[src/rtl/parity_check_arbiter.sv]
// parity_check_arbiter
// Round-robin arbiter in front of one shared bit-serial parity checker.
// A granted requester's word is latched, folded one bit per cycle into an
// XOR accumulator, and the resulting odd-parity flag is returned with the
// requester index over a valid/ready handshake.
//
// Ports:
//   clk         clock, rising edge
//   rst_n       asynchronous active-low reset
//   req         per-requester request, held until its gnt bit is seen
//   data        flattened words, requester i on data[i*W +: W]
//   gnt         one-hot single-cycle grant, word captured on the same edge
//   busy        high whenever the FSM is not IDLE
//   res_valid   result valid, held until accepted
//   res_id      index of the requester the result belongs to
//   res_parity  1 when the word held an odd number of ones
//   res_ready   consumer accept
module parity_check_arbiter #(
  parameter int unsigned NREQ = 4,
  parameter int unsigned W    = 4,
  localparam int unsigned IDW = (NREQ > 1) ? $clog2(NREQ) : 1
) (
  input  logic              clk,
  input  logic              rst_n,
  input  logic [NREQ-1:0]   req,
  input  logic [NREQ*W-1:0] data,
  output logic [NREQ-1:0]   gnt,
  output logic              busy,
  output logic              res_valid,
  output logic [IDW-1:0]    res_id,
  output logic              res_parity,
  input  logic              res_ready
);

  localparam int unsigned CNTW = $clog2(W) + 1;

  typedef enum logic [1:0] {
    IDLE    = 2'd0,
    COMPUTE = 2'd1,
    RESP    = 2'd2
  } state_t;

  state_t            state_q, state_d;
  logic [IDW-1:0]    ptr_q, ptr_d;
  logic [NREQ-1:0]   gnt_q, gnt_d;
  logic              busy_q, busy_d;
  logic              valid_q, valid_d;
  logic [IDW-1:0]    res_id_q, res_id_d;
  logic              par_q, par_d;
  logic [W-1:0]      sh_q, sh_d;
  logic              acc_q, acc_d;
  logic [CNTW-1:0]   cnt_q, cnt_d;
  logic [IDW-1:0]    id_q, id_d;

  logic              found_c;
  int unsigned       win_c;
  int unsigned       idx_c;
  int unsigned       nxt_c;

  // Round-robin search: first asserted request at or above ptr, wrapping.
  always_comb begin
    found_c = 1'b0;
    win_c   = 0;
    idx_c   = 0;
    for (int unsigned k = 0; k < NREQ; k++) begin
      idx_c = int'(ptr_q) + k;
      if (idx_c >= NREQ) idx_c = idx_c - NREQ;
      if (!found_c && req[idx_c]) begin
        found_c = 1'b1;
        win_c   = idx_c;
      end
    end
    nxt_c = win_c + 1;
    if (nxt_c >= NREQ) nxt_c = 0;
  end

  // Next-state and next-output logic.
  always_comb begin
    state_d  = state_q;
    ptr_d    = ptr_q;
    gnt_d    = '0;
    valid_d  = valid_q;
    res_id_d = res_id_q;
    par_d    = par_q;
    sh_d     = sh_q;
    acc_d    = acc_q;
    cnt_d    = cnt_q;
    id_d     = id_q;

    unique case (state_q)
      IDLE: begin
        if (found_c) begin
          gnt_d[win_c] = 1'b1;
          sh_d         = data[win_c*W +: W];
          id_d         = IDW'(win_c);
          acc_d        = 1'b0;
          cnt_d        = '0;
          ptr_d        = IDW'(nxt_c);
          state_d      = COMPUTE;
        end
      end
      COMPUTE: begin
        acc_d = acc_q ^ sh_q[0];
        sh_d  = sh_q >> 1;
        cnt_d = cnt_q + CNTW'(1);
        // Last bit folds straight into the result register.
        if (cnt_q == CNTW'(W - 1)) begin
          par_d    = acc_q ^ sh_q[0];
          res_id_d = id_q;
          valid_d  = 1'b1;
          state_d  = RESP;
        end
      end
      RESP: begin
        if (res_ready) begin
          valid_d = 1'b0;
          state_d = IDLE;
        end
      end
      default: state_d = IDLE;
    endcase

    busy_d = (state_d != IDLE);
  end

  // State and datapath registers.
  always_ff @(posedge clk or negedge rst_n) begin
    if (!rst_n) begin
      state_q  <= IDLE;
      ptr_q    <= '0;
      gnt_q    <= '0;
      busy_q   <= 1'b0;
      valid_q  <= 1'b0;
      res_id_q <= '0;
      par_q    <= 1'b0;
      sh_q     <= '0;
      acc_q    <= 1'b0;
      cnt_q    <= '0;
      id_q     <= '0;
    end else begin
      state_q  <= state_d;
      ptr_q    <= ptr_d;
      gnt_q    <= gnt_d;
      busy_q   <= busy_d;
      valid_q  <= valid_d;
      res_id_q <= res_id_d;
      par_q    <= par_d;
      sh_q     <= sh_d;
      acc_q    <= acc_d;
      cnt_q    <= cnt_d;
      id_q     <= id_d;
    end
  end

  assign gnt        = gnt_q;
  assign busy       = busy_q;
  assign res_valid  = valid_q;
  assign res_id     = res_id_q;
  assign res_parity = par_q;

endmodule

[config.mk]
export PLATFORM = sky130hd
export DESIGN_NAME = parity_check_arbiter
export DESIGN_NICKNAME = d
export VERILOG_FILES = /design/src/rtl/parity_check_arbiter.sv
export SDC_FILE = /design/constraint.sdc
export NUM_CORES = 1
export LEC_CHECK = 0
export CAP_MARGIN = 20
export CORE_AREA = 2 2 74 76
export CTS_BUF_LIST = sky130_fd_sc_hd__clkbuf_2 sky130_fd_sc_hd__clkbuf_4 sky130_fd_sc_hd__clkbuf_8
export DETAILED_ROUTE_END_ITERATION = 8
export DIE_AREA = 0 0 76 78
export GPL_TIMING_DRIVEN = 0
export MAX_ROUTING_LAYER = met4
export PLACE_DENSITY = 0.64
export SLEW_MARGIN = 30
export SYNTH_ARGS = -nofsm -noshare
export SYNTH_HDL_FRONTEND = slang
export SYNTH_SLANG_ARGS = --single-unit
[constraint.sdc]
create_clock -name clk -period 6.2 [get_ports clk]
set_clock_uncertainty 0.1 [all_clocks]
set_input_delay 0.62 -clock clk [delete_from_list [all_inputs] [get_ports clk]]
set_output_delay 0.62 -clock clk [all_outputs]
set_load 0.02 [all_outputs]
## After elaboration in Yosys (flattened, before gate mapping)

Index checks and enable logic that the tools add are counted.

- Logic and storage cells: 92
- Flip-flop bits (word level): 23
- Input bits: 23

- Bitwise operators: 1
- Magnitude comparators: 11
- Mux-type cells: 38
- Equal/unequal tests: 6
- Reductions and logical operators: 15
- Shift-type cells: 1
- Add/sub/neg operators: 9

Operators with widths:

| kind | number |
|---|---|
| 32-bit two-way mux | 8 |
| 32-bit by 3-bit < comparator with 1-bit output, second input constant | 5 |
| 16-bit by 33-bit indexed part select with 4-bit output | 1 |
| 32-bit by 1-bit adder with 32-bit output, second input constant | 1 |
| 32-bit by 1-bit >= comparator with 1-bit output, second input constant | 1 |
| 32-bit by 3-bit >= comparator with 1-bit output, second input constant | 1 |
| 1-bit two-way mux | 12 |
| 4-bit two-way mux | 3 |
| 3-bit by 3-bit subtractor with 4-bit output, second input constant | 3 |
| 3-bit >= comparator, second input constant | 3 |
| 1-bit binary-select mux with 2-bit select | 4 |
| 2-bit two-way mux | 4 |
| 4-bit case mux with 2 select lines | 1 |
| 2-bit by 2-bit adder with 3-bit output, second input constant | 2 |
| 2-bit inequality test, second input constant | 3 |
| 2-bit case mux with 3 select lines | 1 |
| 3-bit case mux with 2 select lines | 1 |
| 2-bit AND reduction | 3 |
| 2-bit nonzero test | 3 |
| 1-bit logical AND | 4 |
| 1-bit case mux with 2 select lines | 2 |
| 2-bit by 3-bit subtractor with 4-bit output, second input constant | 1 |
| 2-bit by 1-bit adder with 3-bit output, second input constant | 1 |
| 3-bit by 1-bit adder with 3-bit output, second input constant | 1 |
| other kinds (10) | 12 |

## Logic depth before layout (Yosys ltp)

- Depth in word-level cells: 20
- Mapped depth: 20
- Gate-level depth less buffers: 15

## Least setup slack after synthesis

Ideal clock, no wire load.

- Path type: register to register
- From: reg ptr_q[0]
- To: reg ptr_q[1]
- Library setup time: 0.096 ns
- Slack: 1.893 ns
- Clock period less this slack: 4.307 ns
- Stages on the path, launching flop included: 17
- Arrival: 4.111 ns
- Required time: 6.004 ns
- Cell sequence: dfrtp_1 > buf_6 > clkbuf_1 > inv_1 > ha_1 > buf_2 > mux4_2 > or4b_1 > a31oi_2 > and2_1 > inv_1 > ha_1 > nor4_1 > nand4_1 > nor3_1 > nand2_1 > o31ai_1

- Cells in the longest elaborated chain, start to end: 17

RTL lines:

| what | RTL line | RTL |
|---|---|---|
| start, declared | 44 | `logic [IDW-1:0] ptr_q, ptr_d;` |
| start signal, assigned | 142 | `ptr_q <= ptr_d;` |
| parallel branches: the longest is 17 deep, another holds 3-bit by 3-bit subtractor with 4-bit output | n/a |  |

Parallel ways; which one is timed is not known. The select of a mux whose other input is x is not followed.
A chain may end at the register's enable or synchronous reset.

## Worst setup path in the final report

Same ends and word-level chain as after synthesis.

==> results.toml <==
[status]
status = "complete, no violations"

[grt]
gr-total-overflow = 0
first_global_vias = 1374
use_met3_pct = 2.093
grt_util_met1_pct = 17.02
grt_max_degree = 24
grt_first_pass_wirelength_um = 6216
grt_use_met2_pct = 21.43
grt_antenna_before_repair = 0
grt_busiest_layer = "met2"
grtUsageTotal_pct = 12.83

[die]
dieArea_um2 = 5928
die-height_um = 78
rows = 26
core_area_um2 = 5042
start_util_pct = 34.84
die_x_um = 76
io_pins = 32

[clock_network]
tritoncts = "built"
cts-resized-gates = 0
numCtsBuffers = 3
postCtsHoldBufs = 0
cts_max_level = 1
clk_pin_slew_ns = 0.08
postCtsSetupBuffers = 0
clockBufferDepth = 2
cts_root_buf = "clkbuf_8"
cts.sinks = 23
worstSkewPairLatency_ns = 0.26

[logic_synthesis]
yosys.cell_types.count = 44
synth_top_family_by_area = "simple AND/OR/NAND/NOR gates"
synth.area.mux_share_pct = 13.82
yosysWarnings = 0
synth.net_count = 223
synth_edf_count = 0
async_flop_share_pct = 100.0
yosys.area_share.adder_pct = 13.53
syn_avg_cell_area_um2 = 9.705
synth-compound-area-share_pct = 16.31
synth_xor_area_share_pct = 0.4986
ys.flop_type = "dfrtp_1"
synth-seq-cells = 23
synth-simple-area-share_pct = 17.24
synth.cell_area_um2 = 1757
syn_inst = 181
yosysSeqAreaShare_pct = 32.76

[sta]
hold_violations = 0
setup_viol = 0
rsz0062_at_grt = "no"
whs_ns = 0.2180
relSlewSlack_pct = 52.54
finalMaxSlewViolations = 0
min_period_ns = 4.908
fmax_mhz = 203.7
setup_slack_ns = 1.292
tightest_slew_ns = 0.7076
setup_tns_ns = 0
fin_crit_sh_pct = 79.17

[cells_and_area]
syn_to_final_growth_pct = 25.14
multi_input_area_um2 = 1079
nets = 259
final_util_pct = 43.60
layout-drive-gt1-share_pct = 8.796
finalNonFillerCells = 286
nFillCells = 519
fin_area_um2 = 2198
antennaDiodeCount = 0
regArea_um2 = 575.6

[critical_path]
cp.required_ns = 6.27
crit_buf_inv = 5
max_stage_delay_ns = 0.60
slowest_stage = "mux4_2"
crit_family = "simple AND/OR/NAND/NOR gates"
endpoint_kind = "flop"
worstSetupPathType = "reg2reg"
startpoint_type = "flop"
cp_cell_sequence = "buf_6 -> clkbuf_1 -> inv_1 -> ha_1 -> buf_2 -> mux4_2 -> or4b_1 -> a31oi_2 -> and2_1 -> inv_1 -> ha_1 -> nor4_1 -> nand4_1 -> nor3_1 -> nand2_1 -> o31ai_1"
crit_fanout = 12
crit_arrival_ns = 4.98

[power_and_ir_drop]
cell_internal_pwr_uw = 509.7
pwr-share-comb_pct = 62.5
p_total_uw = 889.3
power_frac_clock_pct = 10.8
cellLeakagePower_nw = 0.9266
switching_share_pct = 42.68
vdd_drop_max_mv = 0.1541
power_density_nw_per_um2 = 404.5
p_switching_uw = 379.6
seq_power_share_pct = 26.8

[drt]
first_pass_iters = 6
wirelength_um = 3493
num_vias = 1404
wl_per_cell_um = 12.21
ant_nets = 0
avgViaCountPerCell = 4.909
drc = 0
drt_iter0_drc = 76

[placed_design]
placed_area_um2 = 2150
io_buffers = 31
dpl.hpwl_um = 2709
post-place-ws_ns = 1.279
globalplace.congestion = 0.8366
dp_cells = 282

[min_path]
hold_class = "in2async"

[job]
maxCapViolCount = 0
-- worst reg2reg max path: stages (launching register included) --
cell      delay, ns
dfrtp_1        0.42
buf_6          0.17
clkbuf_1       0.34
inv_1          0.16
ha_1           0.30
buf_2          0.22
mux4_2         0.60
or4b_1         0.56
a31oi_2        0.55
and2_1         0.24
inv_1          0.05
ha_1           0.17
nor4_1         0.26
nand4_1        0.12
nor3_1         0.28
nand2_1        0.10
o31ai_1        0.19
-- state kept, by name, summed over array words and instances, names as in the netlist --
| register | cells |
|---|---|
| busy | 1 |
| res_valid | 1 |
| id_q | 2 |
| sh_q | 4 |
| res_id | 2 |
| res_parity | 1 |
| state_q | 2 |
| cnt_q | 3 |
| ptr_q | 2 |
| gnt | 4 |
| acc_q | 1 |
-- cell usage after synthesis (2+ instances only) --
cell | count | area [µm²]
a211o_1 | 2 | 17.52
a21oi_1 | 6 | 30.03
a22oi_1 | 4 | 30.03
a31oi_1 | 2 | 12.51
and2_1 | 6 | 37.54
buf_6 | 3 | 33.78
clkbuf_1 | 8 | 30.03
dfrtp_1 | 23 | 575.6
ha_1 | 19 | 237.7
inv_1 | 9 | 33.78
mux2_2 | 2 | 22.52
mux2i_1 | 13 | 130.1
mux4_2 | 4 | 90.09
nand2_1 | 20 | 75.07
nand2b_1 | 2 | 12.51
nand3_1 | 2 | 10.01
nor2_1 | 6 | 22.52
nor3_1 | 3 | 15.01
nor3b_1 | 2 | 15.01
o21ai_0 | 16 | 80.08
o221ai_1 | 4 | 35.03
o31ai_1 | 2 | 15.01
or3_1 | 2 | 12.51
-- path summary, 6_finish.rpt --
check                                from         end  slack (ns)  depth (start not counted)
worst min register to register  res_id[0]   res_id[0]        0.38                          2
worst max-delay path             ptr_q[0]    ptr_q[1]        1.29                         16
min in group clk                res_id[0]   res_id[0]        0.38                          2
worst min-delay path                rst_n  state_q[0]        0.22                          1
worst max register to register   ptr_q[0]    ptr_q[1]        1.29                         16
max in group asynchronous           rst_n    ptr_q[0]        5.44                          1
-- cell type report --
type                       instances  share of cell area, %
buffer                            12                  3.130
timing repair buffer              31                  13.89
sequential                        23                  26.18
inverter                           9                  1.537
tap                               70                  3.984
multi-input combinational        137                  49.06
clock buffer                       4                  2.220
-- kinds of logic after synthesis --
family                     count (synthesis)
AOI/OAI and AO/OA                         43
xor gates and xnor gates                   1
adders and majority gates                 19
buffers and inverters                     21
DFF                                       23
muxes                                     19
and+or+nand+nor                           55
-- per-layer routing --
| metal | wire [µm] | share of wire [%] |
|---|---|---|
| met5 | 0 | 0 |
| met4 | 8 | 0.23 |
| met3 | 88 | 2.5 |
| met2 | 1617 | 46 |
| met1 | 1779 | 51 |
-- layout by cell type, fill, tap and decap left out, types with 2 or more instances in the layout --
cell type and count:
clkdlybuf4s50_1 30, dfrtp_1 23, nand2_1 20, ha_1 19, o21ai_0 16, mux2i_1 13
inv_1 9, clkbuf_1 8, and2_1 6, nor2_1 6, a21oi_1 6, a22oi_1 4
mux4_2 4, o221ai_1 4, buf_6 3, nor3_1 3, clkbuf_8 3, buf_2 2
nor3b_1 2, o31ai_1 2, or3_1 2, mux2_2 2, a211o_1 2, nand3_1 2
a31oi_1 2, nand2b_1 2
-- power groups by stage --
stage / Combinational (mW) / Sequential (mW) / Clock, mW
2_1_floorplan: 0.398 / 0.257 / 0
3_3_place_gp: 0.553 / 0.241 / 0
3_5_place_dp: 0.559 / 0.242 / 0
4_1_cts: 0.562 / 0.239 / 0.0995
5_1_grt: 0.625 / 0.248 / 0.106
6_report: 0.555 / 0.238 / 0.0959
Note: power is estimated with default switching activity, not from simulation.
